**src/rtl/sens_temp_sched.sv**
```systemverilog
// sens_temp_sched: round-robin scheduler sharing one temperature converter among NSENS sensor channels.
// Optional WAIT watchdog is enabled by defining SENS_TEMP_SCHED_TIMEOUT_EN.
module sens_temp_sched #(
  parameter int NSENS       = 4,
  parameter int TIMEOUT_CYC = 64
) (
  input  logic                  i_clk,
  input  logic                  i_rst_n,
  input  logic [NSENS-1:0]      i_req,
  input  logic [16*NSENS-1:0]   i_sens_din,
  input  logic [11:0]           i_conv_dout,
  input  logic                  i_conv_done,
  output logic [15:0]           o_conv_din,
  output logic                  o_conv_startp,
  output logic [12*NSENS-1:0]   o_res_dout,
  output logic [NSENS-1:0]      o_res_upd,
  output logic [NSENS-1:0]      o_ovr,
  output logic                  o_busy,
  output logic                  o_tmo_err
);

  localparam int             PW    = (NSENS > 1) ? $clog2(NSENS) : 1;
  localparam logic [PW:0]    LP_NS = (PW+1)'(NSENS);

  typedef enum logic [1:0] {S_IDLE, S_START, S_WAIT} state_t;

  state_t            r_state;
  logic [15:0]       r_hold [NSENS];
  logic [11:0]       r_res  [NSENS];
  logic [NSENS-1:0]  r_pend;
  logic [PW-1:0]     r_ptr;
  logic [PW-1:0]     r_g;
  logic [15:0]       r_conv_din;
  logic              r_startp;
  logic [NSENS-1:0]  r_res_upd;
  logic [NSENS-1:0]  r_ovr;

  logic              w_found;
  logic [PW-1:0]     w_sel;
  logic [PW:0]       w_idx;
  logic              w_gnt_vld;
  logic [NSENS-1:0]  w_gnt;

`ifdef SENS_TEMP_SCHED_TIMEOUT_EN
  localparam int           TW       = $clog2(TIMEOUT_CYC + 1);
  localparam logic [TW-1:0] LP_TCMAX = TW'(TIMEOUT_CYC - 1);
  logic [TW-1:0]     r_tcnt;
  logic              r_tmo_err;
  assign o_tmo_err = r_tmo_err;
`else
  logic              w_unused_tmo;
  assign w_unused_tmo = (TIMEOUT_CYC < 0);
  assign o_tmo_err    = 1'b0;
`endif

  // Search starts one past the last grant and wraps, giving strict round-robin order.
  always_comb begin
    w_found = 1'b0;
    w_sel   = '0;
    w_idx   = '0;
    for (int k = 1; k <= NSENS; k++) begin
      w_idx = {1'b0, r_ptr} + (PW+1)'(k);
      if (w_idx >= LP_NS) w_idx = w_idx - LP_NS;
      if (!w_found && r_pend[w_idx[PW-1:0]]) begin
        w_found = 1'b1;
        w_sel   = w_idx[PW-1:0];
      end
    end
  end

  assign w_gnt_vld = (r_state == S_IDLE) && w_found;
  assign w_gnt     = w_gnt_vld ? (NSENS'(1) << w_sel) : '0;

  always_ff @(posedge i_clk or negedge i_rst_n) begin
    if (!i_rst_n) begin
      r_state    <= S_IDLE;
      r_pend     <= '0;
      r_ptr      <= PW'(NSENS - 1);
      r_g        <= '0;
      r_conv_din <= '0;
      r_startp   <= 1'b0;
      r_res_upd  <= '0;
      r_ovr      <= '0;
      for (int i = 0; i < NSENS; i++) begin
        r_hold[i] <= '0;
        r_res[i]  <= '0;
      end
`ifdef SENS_TEMP_SCHED_TIMEOUT_EN
      r_tcnt    <= '0;
      r_tmo_err <= 1'b0;
`endif
    end else begin
      r_startp  <= 1'b0;
      r_res_upd <= '0;
`ifdef SENS_TEMP_SCHED_TIMEOUT_EN
      r_tmo_err <= 1'b0;
`endif
      case (r_state)
        S_IDLE: begin
          if (w_found) begin
            r_g        <= w_sel;
            r_ptr      <= w_sel;
            r_conv_din <= r_hold[w_sel];
            r_startp   <= 1'b1;
            r_state    <= S_START;
          end
        end
        S_START: begin
          r_state <= S_WAIT;
`ifdef SENS_TEMP_SCHED_TIMEOUT_EN
          r_tcnt  <= '0;
`endif
        end
        S_WAIT: begin
          if (i_conv_done) begin
            r_res[r_g]     <= i_conv_dout;
            r_res_upd[r_g] <= 1'b1;
            r_state        <= S_IDLE;
          end
`ifdef SENS_TEMP_SCHED_TIMEOUT_EN
          else if (r_tcnt == LP_TCMAX) begin
            r_tmo_err <= 1'b1;
            r_state   <= S_IDLE;
          end else begin
            r_tcnt <= r_tcnt + 1'b1;
          end
`endif
        end
        default: r_state <= S_IDLE;
      endcase

      // A new sample on the channel being granted refills hold and keeps it pending.
      for (int i = 0; i < NSENS; i++) begin
        r_ovr[i] <= i_req[i] & r_pend[i] & ~w_gnt[i];
        if (i_req[i]) begin
          r_hold[i] <= i_sens_din[16*i +: 16];
          r_pend[i] <= 1'b1;
        end else if (w_gnt[i]) begin
          r_pend[i] <= 1'b0;
        end
      end
    end
  end

  for (genvar gi = 0; gi < NSENS; gi++) begin : g_res
    assign o_res_dout[12*gi +: 12] = r_res[gi];
  end

  assign o_conv_din    = r_conv_din;
  assign o_conv_startp = r_startp;
  assign o_res_upd     = r_res_upd;
  assign o_ovr         = r_ovr;
  assign o_busy        = (r_state != S_IDLE);

endmodule

```
**config.mk**
```make
export PLATFORM = sky130hd
export DESIGN_NAME = sens_temp_sched
export DESIGN_NICKNAME = d
export VERILOG_FILES = /design/src/rtl/sens_temp_sched.sv
export SDC_FILE = /design/constraint.sdc
export NUM_CORES = 1
export LEC_CHECK = 0
export BUFFER_PORTS_ARGS = -buffer_cell sky130_fd_sc_hd__buf_2
export CAP_MARGIN = 10
export CORE_ASPECT_RATIO = 0.75
export CORE_UTILIZATION = 24
export DETAILED_ROUTE_END_ITERATION = 7
export PLACE_DENSITY_LB_ADDON = 0.08
export SLEW_MARGIN = 15
export SYNTH_ARGS = -nofsm -noshare
export SYNTH_HDL_FRONTEND = slang
export SYNTH_SLANG_ARGS = --single-unit
```
**constraint.sdc**
```tcl
create_clock -name i_clk -period 3.6 [get_ports i_clk]
set_input_delay 1.08 -clock i_clk [delete_from_list [all_inputs] [get_ports i_clk]]
set_output_delay 1.08 -clock i_clk [all_outputs]
set_load 0.02 [all_outputs]
```
==> flow_summary.ini, run 1 <==
[status]
status = complete, no violations

[clock_tree]
clockRootBuffer = clkbuf_16
cts_setup_buffers = 0
clk_latency_ps = 420
cts_buffers = 17
clock_sinks = 147
ctsResizeCount = 0
htreeDepth = 4
hold_buffers = 0
cts_tree = built
clock_path_buffers = 2
cts.clk_slew.worst_paths_ps = 70

[global_route]
grt_usage_pct = 13.64
antenna_found_initial = 0
grt-ovfl-total = 0
grt_max_degree = 62
grt_pass1_wl_um = 24940
grt_pass1_vias = 4063

[worst_setup_path]
crit_type = reg2reg
path_max_fanout = 21
startpoint_type = flip-flop
crit_required_ps = 3870
cp.arrival_ps = 2830
worstPathCellList = nor4_1 > or2_1 > inv_2 > nand3_1 > o221ai_1
path_buf_inv = 1
worst_setup_path_end_kind = flip-flop
critPathTopFamily = simple AND/OR/NAND/NOR gates
slowest_delay_ps = 660
cp_slowest_cell = or2_1

[floorplanning]
die_area_um2 = 25160
rows = 49
start_util_pct = 24.49
io_pins = 158
coreArea_um2 = 24030
die_y_um = 137.6
die_w_um = 182.8

[yosys]
ys_ff_latch = 147
synth_warnings = 0
synth_area_per_cell_um2 = 13.85
synth_nets = 508
netlist_instances = 425
synthTopCellsByArea = dfrtp_1 62%, mux2_2 19%, mux2i_1 5.4%, nand2_1 3.9%, o221ai_1 2.4%
synth_top_area_share_pct = 61.65
synth.yosys.seq_area_share_pct = 62.54
ys_types = 30
syn_area_um2 = 5886
synth_top_area_cell = dfrtp_1

[sta]
finalHoldViolCount = 0
finalSetupTns_ps = 0
worst-slew-pin-transition_ps = 823.8
rsz0062_at_grt = false
finalSetupViolations = 0
fmax_mhz = 389.7
drv_slew = 0
slew-limit-headroom_pct = 44.93
fin_crit_sh_pct = 71.29
fin_skew_ps = 11.56
finalCriticalPeriod_ps = 2566

[cells_and_area]
final_cell_mix = 155 x buf_2, 145 x dfrtp_1, 99 x mux2_2, 61 x nand2_1, 32 x mux2i_1
antenna_cells = 0
area_growth_syn_to_layout_pct = 29.02
final_layout_size_suffix_gt1_share_pct = 50.08
nets = 665
final_common_cell = buf_2

[route]
avgViaCountPerCell = 4.168
wl_um = 16190
drc = 0
wl_met2_um = 6920
drtPass1Iterations = 6
routed-wl-met3_um = 853
postRouteAntennaNets = 0
post_drt_wl_per_cell_um = 17.49
highest-signal-layer = met4
route.vias.total = 3860
drt_iter0_drc = 172
drt-met1-wl_um = 8270

[pwr]
finalPower_w = 0.006846
ir_worst_vdd_v = 0.0003892
p_leak_nw = 3.686
p_per_area_nw_per_um2 = 901.6

[min_path]
min_path_type = reg2reg

[place]
gp_congestion = 0.7318
port_buffers = 156
place_hpwl_um = 11400

[run]
maxCapViolCount = 0
[stage by stage]
| step | setup slack [ps] | util (%) | std cells | area, um^2 | hold slack (ps) |
|---|---|---|---|---|---|
| 6_report | 1034 | 31.60 | 926 | 7594 | 477.7 |
| 5_1_grt | 721.9 | 31.60 | 926 | 7594 | 499.2 |
| 4_1_cts | 968.6 | 31.60 | 926 | 7594 | 480.9 |
| 3_5_place_dp | 915.1 | 29.22 | 894 | 7023 | 461.7 |
| 3_3_place_gp | 1053 | 29.22 | 894 | 7023 | 458.9 |
| 2_1_floorplan | 1357 | - | 425 | 5886 | 473.3 |
[metal layers]
layer  track usage, %  vias to the layer above
met2            19.49                       78
met3            4.573                        8
met5                0                        -
met4            3.750                        0
met1            19.46                     1965
li1                 -                     1809
[synth_stat cells]
master / number
dfrtp_1: 145
buf_4: 1
clkbuf_1: 11
a21o_1: 2
inv_1: 8
buf_6: 2
mux2_2: 99
buf_8: 2
o211ai_1: 1
nand3b_1: 1
nand2_1: 61
nand3_1: 2
nor3b_2: 1
a21oi_1: 3
nor2_1: 9
dfstp_2: 2
inv_2: 1
or2_1: 2
conb_1: 1
nand2b_1: 3
nor4_1: 1
a211oi_2: 1
o22a_1: 1
mux2i_1: 32
nor3_1: 1
buf_2: 8
and3b_1: 1
o221ai_1: 16
mux2_1: 2
o21ai_1: 5
[sequential cells by signal (all words and copies together), names as in the netlist]
register / count
r_pend: 4
o_conv_din: 16
r_hold: 64
r_g: 2
r_state: 2
o_res_upd: 4
o_ovr: 4
o_conv_startp: 1
o_res_dout: 48
r_ptr: 2
[logic make-up after synthesis]
logic type	after synthesis	share of synthesized area, %
AOI/OAI and AO/OA	29	3.805
buffers and inverters	33	2.976
DFF	147	62.54
muxes	133	24.77
other	1	0.06371
and+or+nand+nor	82	5.846
[worst min-delay path: cells and delay by family (launching register included)]
kind / cells / cell delay [ps]
flip-flops: 1 / 340
AND/OR/NAND/NOR: 2 / 100
[report_power, final]
| group | internal (W) | total (W) | leakage (nW) | switching (W) |
|---|---|---|---|---|
| clock | 0.000968 | 0.00173 | 0.272 | 0.000760 |
| sequential | 0.00217 | 0.00246 | 1.77 | 0.000284 |
| combinational | 0.00102 | 0.00266 | 1.65 | 0.00164 |
| total | 0.00417 | 0.00685 | 3.69 | 0.00268 |
[layout make-up]
type	count	area, um^2
Multi-Input combinational cell	245	2037
Sequential cell	147	3681
Timing Repair Buffer	162	857.1
Tap cell	331	414.1
Clock buffer	17	425.4
Clock inverter	15	145.1
Inverter	9	33.78
Fill cell	2470	16440
[path summary, 6_finish.rpt]
kind	start	slack (ps)	end	cells past startpoint
hold / removal	o_res_dout[21]$_DFFE_PN0P_	480	o_res_dout[21]$_DFFE_PN0P_	2
max in group asynchronous	i_rst_n	2070	o_res_dout[18]$_DFFE_PN0P_	2
setup / recovery	r_pend[1]$_DFFE_PN0P_	1030	o_conv_din[3]$_DFFE_PN0P_	5
hold reg to reg	o_res_dout[21]$_DFFE_PN0P_	480	o_res_dout[21]$_DFFE_PN0P_	2
min in group asynchronous	i_rst_n	650	o_res_dout[10]$_DFFE_PN0P_	1
setup reg to reg	r_pend[1]$_DFFE_PN0P_	1030	o_conv_din[3]$_DFFE_PN0P_	5
Note: power is estimated with default switching activity, not from simulation.
==> inputs of run 2 (changes only) <==
==> constraint.sdc (replaced) <==
create_clock -name i_clk -period 2.4 [get_ports i_clk]
set_input_delay 0.72 -clock i_clk [delete_from_list [all_inputs] [get_ports i_clk]]
set_output_delay 0.72 -clock i_clk [all_outputs]
set_load 0.02 [all_outputs]
==> run 2 against run 1 <==
Against the previous run:
- combinational power rose by 52%
- design area rose by 1.9%
- clock skew fell by 2.0 ps
- largest cell class unchanged
- register-to-register slack got worse by 700 ps
- setup slack got worse by 700 ps
- clock power rose by 64%
- largest power group unchanged
- critical path type unchanged
- count of clock-buffer cells in the layout rose by 2
- sequential power rose by 51%
==> flow_summary.ini, run 2 (same netlist as run 1, synthesis figures left out) <==
[status]
status = complete, no violations

[sta]
rsz0062_at_grt = false
drv_slew = 0
finalSetupTns_ps = 0
fin_skew_ps = 9.530
fin_crit_sh_pct = 86.19
slew-limit-headroom_pct = 54.96
finalCriticalPeriod_ps = 2069
fmax_mhz = 483.4
worst-slew-pin-transition_ps = 675.6
finalHoldViolCount = 0
finalSetupViolations = 0

[route]
post_drt_wl_per_cell_um = 17.79
drc = 0
route.vias.total = 3896
postRouteAntennaNets = 0
drtPass1Iterations = 4
drt_iter0_drc = 231
wl_um = 16660
avgViaCountPerCell = 4.162

[worst_setup_path]
cp-startpoint = r_ptr[0]$_DFFE_PN1P_
slowest_delay_ps = 530
cp.arrival_ps = 2330
r2r_slack_ps = 330
cp_slowest_cell = dfstp_2
startpoint_type = flip-flop
reg2reg_from = r_ptr[0]$_DFFE_PN1P_
worstPathCellList = nand2b_1 > o21ai_1 > a211oi_4 > buf_4 > mux2i_1 > o221ai_1
critPathTopFamily = compound AO/OA/AOI/OAI gates
worst_setup_path_end_kind = flip-flop
path_buf_inv = 1
crit_type = reg2reg
crit_required_ps = 2670
path_max_fanout = 16

[global_route]
grt_pass1_wl_um = 25210
grt_usage_pct = 13.73
antenna_found_initial = 0
grt-ovfl-total = 0
grt_pass1_vias = 3932
grt_max_degree = 47

[clock_tree]
hold_buffers = 0
clk_latency_ps = 420
cts_buffers = 17
clockRootBuffer = clkbuf_16
cts_setup_buffers = 0
cts.clk_slew.worst_paths_ps = 70
cts_tree = built
ctsResizeCount = 0
clock_sinks = 147
clock_path_buffers = 2
htreeDepth = 4

[cells_and_area]
final_layout_size_suffix_gt1_share_pct = 50.91
area_growth_syn_to_layout_pct = 31.46
largest_reg_flops = 64
regArea_um2 = 3681
final_common_cell = buf_2
regMostFlops = r_hold
fillerInstances = 2468
multiInputGateArea_um2 = 2037
final_cell_mix = 155 x buf_2, 145 x dfrtp_1, 99 x mux2_2, 61 x nand2_1, 32 x mux2i_1
antenna_cells = 0
nets = 675

[min_path]
min_path_type = in2async

[floorplanning]
rows = 49
die_area_um2 = 25160
coreArea_um2 = 24030
die_w_um = 182.8
die_y_um = 137.6
start_util_pct = 24.49
io_pins = 158

[place]
port_buffers = 156
gp_congestion = 0.7360
place_hpwl_um = 11870

[pwr]
p_leak_nw = 3.762
finalPower_w = 0.01059
p_per_area_nw_per_um2 = 1369
ir_worst_vdd_v = 0.0008872

[run]
maxCapViolCount = 0
-- run 2: cell types whose count changed in the layout (fill, tap and decap cells not counted) --
cell,delta
buf_4,+9
inv_6,-4
bufinv_16,+2
clkbuf_8,+2
buf_12,+1
clkinv_2,-1
clkinv_4,+1
-- run 2: worst register-to-register path, stage by stage (launching register included) --
cell      delay [ps]
dfstp_2          530
nand2b_1         120
o21ai_1          130
a211oi_4         340
buf_4            370
mux2i_1          290
o221ai_1         150
-- run 2: worst paths after layout --
| check | cells after the start | to |
|---|---|---|
| worst max-delay path | 6 | o_conv_din[15]$_DFFE_PN0P_ |
| worst min-delay path | 1 | o_res_dout[24]$_DFFE_PN0P_ |
| worst max register to register | 6 | o_conv_din[15]$_DFFE_PN0P_ |
| worst min register to register | 2 | o_res_dout[20]$_DFFE_PN0P_ |
| max in group asynchronous | 2 | r_hold[15]$_DFFE_PN0P_ |
| min in group i_clk | 2 | o_res_dout[20]$_DFFE_PN0P_ |
-- run 2: cell type report --
type	count	share of cell area, %
sequential	147	47.57
multi-input combinational	245	26.33
timing repair buffer	172	12.21
clock buffer	19	5.854
tap	331	5.353
clock inverter	13	2.248
inverter	9	0.4366
-- run 2: layer usage --
| layer | track usage [%] | up-vias | share of wire (%) |
|---|---|---|---|
| met4 | 3.472 | 0 | 0.77 |
| met3 | 3.939 | 11 | 4.8 |
| met2 | 17.83 | 109 | 41 |
| met5 | 0 | - | 0 |
| met1 | 21.50 | 1953 | 54 |
| li1 | - | 1823 | - |
-- run 2: stage by stage --
step	utilization, %	instances	setup slack, ps	hold WS [ps]	cell area, um^2
6_report	32.19	936	331.4	216.9	7737
5_1_grt	32.19	936	123.9	220.9	7737
4_1_cts	32.19	936	292.8	222.7	7737
3_5_place_dp	29.59	904	296.4	457.3	7111
3_3_place_gp	29.59	904	358.1	458.4	7111
2_1_floorplan	-	425	516.9	424.4	5886
-- run 2: where the power goes --
part	switching [W]	leakage (nW)	total (W)	internal, W
Sequential	0.000458	1.77	0.00372	0.00326
Clock	0.00113	0.297	0.00284	0.00171
Combinational	0.00238	1.70	0.00404	0.00166
Total	0.00396	3.76	0.0106	0.00663
==> inputs of run 3 (changes only) <==
--- a/config.mk
+++ b/config.mk
@@ -10,7 +10,7 @@
 export CORE_ASPECT_RATIO = 0.75
 export CORE_UTILIZATION = 24
 export DETAILED_ROUTE_END_ITERATION = 7
-export PLACE_DENSITY_LB_ADDON = 0.08
+export PLACE_DENSITY = 0.42
 export SLEW_MARGIN = 15
 export SYNTH_ARGS = -nofsm -noshare
 export SYNTH_HDL_FRONTEND = slang
==> run 3 against run 2 <==
Against the previous run:
- wire length decreased by 3.3%
- final cell count down 0.53%
- non-clock buffer count is 5 lower
- total power decreased by 3.5%
- setup slack better by 84 ps
- via count fell by 0.51%
- combinational power down 3%
- critical path type unchanged
- largest cell class unchanged
- largest power group unchanged
==> flow_summary.ini, run 3 (same netlist as run 1, synthesis figures left out) <==
[status]
status = complete, no violations

[cells_and_area]
regMostFlops = r_hold
utilization_pct = 31.80
finalNonFillerCells = 931
final_common_cell = buf_2
final_layout_size_suffix_gt1_share_pct = 50.00
nets = 670
area_growth_syn_to_layout_pct = 29.87
antenna_cells = 0
final_cell_mix = 155 x buf_2, 145 x dfrtp_1, 99 x mux2_2, 61 x nand2_1, 32 x mux2i_1
largest_reg_flops = 64

[sta]
finalHoldViolCount = 0
finalCriticalPeriod_ps = 1985
fin_crit_sh_pct = 82.71
rsz0062_at_grt = false
fin_skew_ps = 7.188
drv_slew = 0
finalSetupViolations = 0
fmax_mhz = 503.8
finalSetupTns_ps = 0

[worst_setup_path]
crit_type = reg2reg
cp_slowest_cell = dfstp_2
cp.arrival_ps = 2260
crit_required_ps = 2680
path_max_fanout = 28
startpoint_type = flip-flop
slowest_delay_ps = 530
worst_setup_path_end_kind = flip-flop
worstPathCellList = nand2b_1 > o21ai_1 > a211oi_4 > buf_12 > mux2i_1 > o221ai_1

[route]
post_drt_wl_per_cell_um = 17.30
drt_iter0_drc = 238
route.vias.total = 3876
drc = 0
postRouteAntennaNets = 0
drtPass1Iterations = 5
avgViaCountPerCell = 4.163
wl_um = 16100

[pwr]
p_leak_nw = 3.703
p_per_area_nw_per_um2 = 1337
power_frac_seq_pct = 36.6
combPwrFrac_pct = 38.2
pwr-share-clk_pct = 25.2
p_int_w = 0.006395
ir_worst_vdd_v = 0.0006207
swShare_pct = 37.44
power.switching_w = 0.003828

[place]
gp_congestion = 0.8147
port_buffers = 156
place_hpwl_um = 11850
place_inst = 899

[clock_tree]
clock_path_buffers = 2
hold_buffers = 0
cts_setup_buffers = 0
cts_buffers = 17
ctsResizeCount = 0
cts.clk_slew.worst_paths_ps = 60
clockRootBuffer = clkbuf_16
htreeDepth = 4
clock_sinks = 147
cts_tree = built
clk_latency_ps = 420

[floorplanning]
rows = 49
io_pins = 158
die_w_um = 182.8
die_area_um2 = 25160
coreArea_um2 = 24030
start_util_pct = 24.49
die_y_um = 137.6

[global_route]
grt_pass1_vias = 3968
antenna_found_initial = 1
grt_max_degree = 56
grt-ovfl-total = 0
grt_usage_pct = 13.20
grt_pass1_wl_um = 24450

[min_path]
min_path_type = in2async

[run]
maxCapViolCount = 0
[run 3: cell count changes in the layout (fill, tap and decap cells not counted), sizes merged]
| cell | before | now |
|---|---|---|
| bufinv | 3 | 2 |
| inv | 12 | 10 |
| clkbuf | 19 | 20 |
| buf | 172 | 167 |
| clkinvlp | 3 | 5 |
[run 3: power groups by stage]
stage	Combinational (W)	Sequential [W]	Clock, W
3_5_place_dp	0.00397	0.00378	0
3_3_place_gp	0.00386	0.00378	0
6_report	0.00390	0.00374	0.00258
4_1_cts	0.00396	0.00375	0.00266
2_1_floorplan	0.00202	0.00437	0
5_1_grt	0.00421	0.00384	0.00278
[run 3: layer usage]
metal	vias to the layer above	wire [um]	GRT usage, %	part of all wire, %
li1	1804	-	-	-
met1	1961	8102	19.69	50
met2	97	6919	18.11	43
met3	12	940	3.939	5.8
met4	2	126	3.704	0.78
met5	-	13	0	0.081
[run 3: area by class of cell]
cell class | count | area (um^2)
clock inverters | 12 | 133.9
flip-flops and latches | 147 | 3681
well taps | 331 | 414.1
clock buffers | 20 | 436.7
repair buffers | 167 | 907.1
fillers | 2468 | 16390
inverters | 9 | 33.78
multi-input cells | 245 | 2037
[run 3: metrics by stage]
step / cell area, um^2 / total power [W] / hold slack [ps] / setup WS, ps
after floorplan: 5886 / 0.006399 / 424.4 / 516.9
after global placement: 7073 / 0.007645 / 457.2 / 477.2
after detailed placement: 7073 / 0.007745 / 463.9 / 422.5
after CTS: 7644 / 0.01038 / 238.4 / 417.9
after global routing: 7644 / 0.01082 / 249.8 / 285.5
final: 7644 / 0.01022 / 222.6 / 415.0
[run 3: path summary, 6_finish.rpt]
| kind | from | to | slack [ps] | cells after the start |
|---|---|---|---|---|
| setup / recovery | r_ptr[0]$_DFFE_PN1P_ | o_conv_din[8]$_DFFE_PN0P_ | 410 | 6 |
| hold / removal | i_rst_n | r_hold[17]$_DFFE_PN0P_ | 220 | 1 |
| setup reg to reg | r_ptr[0]$_DFFE_PN1P_ | o_conv_din[8]$_DFFE_PN0P_ | 410 | 6 |
| hold reg to reg | o_res_dout[22]$_DFFE_PN0P_ | o_res_dout[22]$_DFFE_PN0P_ | 480 | 2 |
| max in group asynchronous | i_rst_n | r_ptr[0]$_DFFE_PN1P_ | 1470 | 2 |
| min in group i_clk | o_res_dout[22]$_DFFE_PN0P_ | o_res_dout[22]$_DFFE_PN0P_ | 480 | 2 |
[run 3: worst max-delay path, delay by kind of cell (launching register included)]
kind	cells	cell delay, ps
DFF	1	530
muxes	1	320
AOI/OAI and AO/OA	3	600
and+or+nand+nor	1	120
buffers and inverters	1	270
